`config.mk`:
```
export PLATFORM = sky130hd
export DESIGN_NAME = snake_body_ctrl_flat
export DESIGN_NICKNAME = d
export VERILOG_FILES = /design/src/rtl/snake_body_if.sv /design/src/rtl/snake_body_ctrl.sv /design/src/flat_wrapper.sv
export SDC_FILE = /design/constraint.sdc
export NUM_CORES = 1
export LEC_CHECK = 0
export CORE_ASPECT_RATIO = 0.7
export CORE_MARGIN = 5
export CORE_UTILIZATION = 50
export CTS_CLUSTER_DIAMETER = 80
export DETAILED_ROUTE_END_ITERATION = 16
export PLACE_DENSITY = 0.84
export SLEW_MARGIN = 20
export SYNTH_ARGS = -nofsm -noshare
export SYNTH_HDL_FRONTEND = slang
export SYNTH_SLANG_ARGS = --single-unit
```
`constraint.sdc`:
```
create_clock -name clk -period 2 [get_ports clk]
set_input_delay 0.3 -clock clk [delete_from_list [all_inputs] [get_ports clk]]
set_output_delay 0.3 -clock clk [all_outputs]
set_load 0.02 [all_outputs]
```
`src/rtl/snake_body_if.sv`:
```
// Bundle between the game FSM / body RAM side (master) and the body sequencer (slave).
// Carries move requests, RAM port signals and status.
interface snake_body_if;
    logic       move;
    logic [1:0] dir;
    logic       grow;
    logic [5:0] ram_q;
    logic [5:0] ram_head;
    logic       ram_we;
    logic [5:0] ram_addr;
    logic [5:0] ram_data;
    logic [6:0] length;
    logic       busy;
    logic       done;
    logic       collision;

    modport master (
        output move, dir, grow, ram_q, ram_head,
        input  ram_we, ram_addr, ram_data, length, busy, done, collision
    );

    modport slave (
        input  move, dir, grow, ram_q, ram_head,
        output ram_we, ram_addr, ram_data, length, busy, done, collision
    );
endinterface

```
`src/rtl/snake_body_ctrl.sv`:
```
// Snake-body RAM sequencer: shifts the body one slot toward the tail, writes the new
// head into slot 0, optionally grows, and flags self-collision against surviving segments.
module snake_body_ctrl #(
    parameter int MAX_LEN  = 64,
    parameter int INIT_LEN = 2
) (
    input  logic         clk,
    input  logic         restart,
    snake_body_if.slave  io_bus
);

    localparam logic [6:0] LEN_MAX  = 7'(MAX_LEN);
    localparam logic [6:0] LEN_INIT = 7'(INIT_LEN);

    typedef enum logic [2:0] {
        IDLE,
        CALC,
        RD,
        WR,
        HEAD,
        DONE
    } state_t;

    state_t     r_state;
    state_t     w_nextState;

    logic [1:0] r_lastDir;
    logic [1:0] r_effDir;
    logic [1:0] w_effDir;
    logic       r_grow;
    logic [5:0] r_idx;
    logic [5:0] r_newHead;
    logic [5:0] w_stepHead;
    logic [6:0] r_length;
    logic       r_hit;
    logic       r_collision;
    logic       w_accept;
    logic       w_ramWe;
    logic [5:0] w_ramAddr;
    logic [5:0] w_ramData;
    logic [2:0] w_x;
    logic [2:0] w_y;

    // A request for the opposite direction would fold the head back onto the neck.
    assign w_effDir = ((io_bus.dir ^ 2'b10) == r_lastDir) ? r_lastDir : io_bus.dir;
    assign w_accept = (r_state == IDLE) && io_bus.move && !r_collision;

    always_comb begin
        w_x = io_bus.ram_head[2:0];
        w_y = io_bus.ram_head[5:3];
        case (r_effDir)
            2'b00:   w_x = w_x + 3'd1;
            2'b01:   w_y = w_y + 3'd1;
            2'b10:   w_x = w_x - 3'd1;
            default: w_y = w_y - 3'd1;
        endcase
        w_stepHead = {w_y, w_x};
    end

    always_ff @(posedge clk or posedge restart) begin
        if (restart) begin
            r_state <= IDLE;
        end else begin
            r_state <= w_nextState;
        end
    end

    always_comb begin
        w_nextState = r_state;
        w_ramWe     = 1'b0;
        w_ramAddr   = 6'd0;
        w_ramData   = 6'd0;
        case (r_state)
            IDLE: begin
                if (w_accept) begin
                    w_nextState = CALC;
                end
            end
            CALC: begin
                w_nextState = RD;
            end
            RD: begin
                w_ramAddr   = r_idx - 6'd1;
                w_nextState = WR;
            end
            WR: begin
                w_ramAddr   = r_idx;
                w_ramData   = io_bus.ram_q;
                w_ramWe     = 1'b1;
                w_nextState = (r_idx == 6'd1) ? HEAD : RD;
            end
            HEAD: begin
                w_ramAddr   = 6'd0;
                w_ramData   = r_newHead;
                w_ramWe     = 1'b1;
                w_nextState = DONE;
            end
            DONE: begin
                w_nextState = IDLE;
            end
            default: begin
                w_nextState = IDLE;
            end
        endcase
    end

    // The low six bits of length minus one wrap 64 to 63, which is the full-body tail index.
    always_ff @(posedge clk or posedge restart) begin
        if (restart) begin
            r_lastDir   <= 2'b00;
            r_effDir    <= 2'b00;
            r_grow      <= 1'b0;
            r_idx       <= 6'd0;
            r_newHead   <= 6'd0;
            r_length    <= LEN_INIT;
            r_hit       <= 1'b0;
            r_collision <= 1'b0;
        end else begin
            case (r_state)
                IDLE: begin
                    if (w_accept) begin
                        r_grow   <= io_bus.grow;
                        r_effDir <= w_effDir;
                    end
                end
                CALC: begin
                    r_newHead <= w_stepHead;
                    r_hit     <= 1'b0;
                    if (r_grow && (r_length < LEN_MAX)) begin
                        r_idx <= r_length[5:0];
                    end else begin
                        r_idx  <= r_length[5:0] - 6'd1;
                        r_grow <= 1'b0;
                    end
                end
                WR: begin
                    if (io_bus.ram_q == r_newHead) begin
                        r_hit <= 1'b1;
                    end
                    if (r_idx != 6'd1) begin
                        r_idx <= r_idx - 6'd1;
                    end
                end
                DONE: begin
                    r_length    <= r_length + {6'd0, r_grow};
                    r_collision <= r_collision | r_hit;
                    r_lastDir   <= r_effDir;
                end
                default: begin
                end
            endcase
        end
    end

    assign io_bus.ram_we    = w_ramWe;
    assign io_bus.ram_addr  = w_ramAddr;
    assign io_bus.ram_data  = w_ramData;
    assign io_bus.length    = r_length;
    assign io_bus.busy      = (r_state != IDLE);
    assign io_bus.done      = (r_state == DONE);
    assign io_bus.collision = r_collision;

endmodule

```
`src/flat_wrapper.sv`:
```
// flat-port wrapper written by rule: the top's interface ports become plain ports
module snake_body_ctrl_flat 
#(
    parameter int MAX_LEN  = 64,
    parameter int INIT_LEN = 2
)
  (clk, restart, io_bus_move, io_bus_dir, io_bus_grow, io_bus_ram_q, io_bus_ram_head, io_bus_ram_we, io_bus_ram_addr, io_bus_ram_data, io_bus_length, io_bus_busy, io_bus_done, io_bus_collision);
  snake_body_if io_bus_i ();
  input  logic clk;
  input  logic restart;
  input wire logic [$bits(io_bus_i.move)-1:0] io_bus_move;
  input wire logic [$bits(io_bus_i.dir)-1:0] io_bus_dir;
  input wire logic [$bits(io_bus_i.grow)-1:0] io_bus_grow;
  input wire logic [$bits(io_bus_i.ram_q)-1:0] io_bus_ram_q;
  input wire logic [$bits(io_bus_i.ram_head)-1:0] io_bus_ram_head;
  output wire logic [$bits(io_bus_i.ram_we)-1:0] io_bus_ram_we;
  output wire logic [$bits(io_bus_i.ram_addr)-1:0] io_bus_ram_addr;
  output wire logic [$bits(io_bus_i.ram_data)-1:0] io_bus_ram_data;
  output wire logic [$bits(io_bus_i.length)-1:0] io_bus_length;
  output wire logic [$bits(io_bus_i.busy)-1:0] io_bus_busy;
  output wire logic [$bits(io_bus_i.done)-1:0] io_bus_done;
  output wire logic [$bits(io_bus_i.collision)-1:0] io_bus_collision;
  assign io_bus_i.move = io_bus_move;
  assign io_bus_i.dir = io_bus_dir;
  assign io_bus_i.grow = io_bus_grow;
  assign io_bus_i.ram_q = io_bus_ram_q;
  assign io_bus_i.ram_head = io_bus_ram_head;
  assign io_bus_ram_we = io_bus_i.ram_we;
  assign io_bus_ram_addr = io_bus_i.ram_addr;
  assign io_bus_ram_data = io_bus_i.ram_data;
  assign io_bus_length = io_bus_i.length;
  assign io_bus_busy = io_bus_i.busy;
  assign io_bus_done = io_bus_i.done;
  assign io_bus_collision = io_bus_i.collision;
  snake_body_ctrl #(.MAX_LEN(MAX_LEN), .INIT_LEN(INIT_LEN)) u_core (.clk(clk), .restart(restart), .io_bus(io_bus_i));
endmodule
```
==> reports/results.tsv, run 1 <==
metric	value	unit
multi_input_comb_area	1040	um^2
async_reset_ff_share	100	%
synth_most_common_cell	nand2_1	
rows	18	
postRouteAntennaNets	0	
die_area	5020	um^2
synthTopCellsByArea	dfrtp_1 38%, xnor2_1 7.6%, nand2_1 5.9%, o21ai_0 5.2%, xor2_1 4.8%	
outcome	complete, but fails checks	
route.detailed.vias_per_inst	5.17	
cp_startpoint_kind	register	
drv_cap	0	
synth_largest_type_area_fraction	38.0	%
drc_violations_left	0	
synth_fp_nets	234	
drt_first_pass_iters	4	
cts_tree	yes	
finalClockSkew	5.69	ps
design.core.area	3540	um^2
syn_area	1840	um^2
power_density_over_the_cells	1430	nW/um^2
final-hold-violation-count	0	
ctsRootBufferMaster	clkbuf_8	
finalNetCount	294	
synth_enable_flop_cells	0	
fmax	0.471	GHz
max-clock-path-buffers	2	
drt_iter0_drc	112	
synthesis.area_per_instance	8.82	um^2
grt_antenna_before_repair	0	
fp.dieW	82.6	um
maximum_number_of_pins_on_one_net_before_global_route_repair	19	
seq_area_frac_synth	39.4	%
post-layout-total-power	3.65	mW
wl_per_cell	14.8	um
grt_setup_unrepaired	true	
end_kind	primary output	
min_period_over_period	106	%
fin_area	2550	um^2
global_route.overflow_total	0	
gpl.final_weighted_congestion	0.877	
detail_route.wirelength	4730	um
clkTransAtPathRegs	70	ps
min_path_type	input pin to async pin	
worst_skew_pair.late_latency	280	ps
fin_crit	2120	ps
track_usage	21.1	%
cts_buffers	5	
finalSetupViolCount	2	
floorplan.die.height	60.8	um
path_max_fanout	4	
via_count	1655	
htreeDepth	2	
antenna_cells	0	
maxSlewViolCount	0	
synthToLayoutAreaGrowth	38.4	%
post_synth_num_cell_types	42	
place.port_buffers	40	
placed_cell_area	2420	um^2
clkSinkCount	29	
worst-endpoint-arrival	1820	ps
leakagePower	1.14	nW
synth_top_cell_by_area	dfrtp_1	
vdd_drop_max	0.000663	V
critPathRequiredTime	1700	ps
violations	setup timing	
sequential_cell_area	728	um^2
final_layout_size_suffix_gt1_share	20.0	%
ys.flop_type	dfrtp_1	
final.setup.worst_slack	-125	ps
post_synth_inst_count	209	
boundaryPins	41	
first_pass_grt_wire_length	7720	um
via_count_of_the_first_global_routing_pass	1600	
timing.reg2reg.worst_path_depth	6	
initial_core_utilization	52.1	%
ys_warn_count	0	
n_fill_cell	263	
detailedPlacementHpwl	3540	um
critical_path_class	register to primary output	
timing_worst_slew_pin_value	522	ps
synth_seq_cells	29	
yosys-top-cells-count	29 x nand2_1, 28 x dfrtp_1, 19 x o21ai_0	
slew_headroom	65.2	%
## stage by stage
stage / setup slack (ps) / TNS, ps / utilization, % / hold slack (ps) / cells
final: -125 / -189 / 72.1 / 346 / 320
after global routing: -179 / -313 / 72.1 / 394 / 320
after CTS: -138 / -219 / 71.2 / 364 / 319
after detailed placement: -261 / -902 / 68.5 / 490 / 311
after global placement: -253 / -715 / 68.5 / 464 / 311
after floorplan: 71.4 / 0 / - / 377 / 209
## placed cells by master, fill, tap and decap left out, types with 2 or more instances in the layout
cell	synthesis	routed
nor2_1	18	17
buf_6	2	2
nor2b_1	3	3
nand2_1	29	28
a22o_1	6	6
a21oi_1	11	10
nand4_1	3	3
inv_1	8	6
xor2_1	10	10
or2_2	2	2
ha_1	5	4
buf_2	2	2
dfrtp_1	28	27
nand3_1	8	8
a211oi_1	2	2
or3_4	2	2
nor3_1	2	2
dlygate4sd2_1	0	2
inv_4	0	2
clkbuf_8	1	7
xnor2_1	16	16
buf_4	0	23
nand2b_1	4	4
o21ai_0	19	19
clkdlybuf4s15_1	0	6
clkdlybuf4s50_1	0	26
mux2i_1	2	2
fa_1	2	2
## cell type report
type	instances	share of cell area (%)
clock buffer	7	3.78
timing repair buffer	64	22.7
sequential	29	28.6
multi-input combinational	160	40.8
clock inverter	1	0.196
inverter	9	1.52
tap	50	2.45
## what timing repair did
| action | CTS | global route |
|---|---|---|
| hold buffers | 0 | 0 |
| resized for setup | 38 | 13 |
| setup endpoints to repair | 15 | 13 |
| buffers inserted | 0 | 1 |
| endpoints found under the hold margin | 0 | 0 |
| pin swaps | 3 | 1 |
## flip-flops by register name (all words and copies together), names as in the netlist
register / cells
u_core.io_bus.collision: 1
u_core.io_bus.length: 7
u_core.r_effDir: 2
u_core.r_grow: 1
u_core.r_hit: 1
u_core.r_idx: 6
u_core.r_lastDir: 2
u_core.r_newHead: 6
u_core.r_state: 3
## worst paths after layout
check | start | endpoint | slack (ps)
setup reg to reg | u_core.r_effDir[0] | u_core.r_newHead[2] | 250
min in group clk | u_core.io_bus.collision | u_core.io_bus.collision | 500
setup / recovery | u_core.r_idx[1] | io_bus_ram_addr[5] | -120
max in group asynchronous | restart | u_core.r_state[0] | 1170
hold / removal | restart | u_core.io_bus.length[6] | 350
hold reg to reg | u_core.io_bus.collision | u_core.io_bus.collision | 500
## critical path, stage by stage, from the launching register on
cell	delay [ps]
dfrtp_1	380
or3_4	400
or3_4	350
nor2_2	100
xnor2_1	120
nor2_1	50
buf_2	150
## where the power goes
| part | internal, mW | switching, mW |
|---|---|---|
| registers | 0.776 | 0.193 |
| clock network | 0.311 | 0.230 |
| logic | 0.987 | 1.15 |
## cell families after synthesis
group | count (synthesis) | share of synthesized area [%]
buffers and inverters | 20 | 5.57
xor gates and xnor gates | 26 | 12.4
adders and majority gates | 7 | 5.57
muxes | 3 | 1.70
AOI/OAI and AO/OA | 47 | 15.5
DFF | 29 | 39.4
and+or+nand+nor | 77 | 19.8
## per-layer routing
metal	track usage (%)	vias to the layer above	part of all wire, %	routed length (um)
li1	-	828	-	-
met2	30.3	44	45	2150
met1	30.7	774	48	2280
met4	8.39	0	1.2	58
met3	5.19	9	5.2	246
met5	0	-	0	0
Note: power is estimated with default switching activity, not from simulation.
==> run 2, diff against run 1 <==
--- a/config.mk
+++ b/config.mk
@@ -11,7 +11,7 @@
 export CTS_CLUSTER_DIAMETER = 80
 export DETAILED_ROUTE_END_ITERATION = 16
 export PLACE_DENSITY = 0.84
-export SLEW_MARGIN = 20
+export SLEW_MARGIN = 30
 export SYNTH_ARGS = -nofsm -noshare
 export SYNTH_HDL_FRONTEND = slang
 export SYNTH_SLANG_ARGS = --single-unit
==> results of run 2 <==
Same layout as run 1: the final DEF is identical, and so are final timing and power.
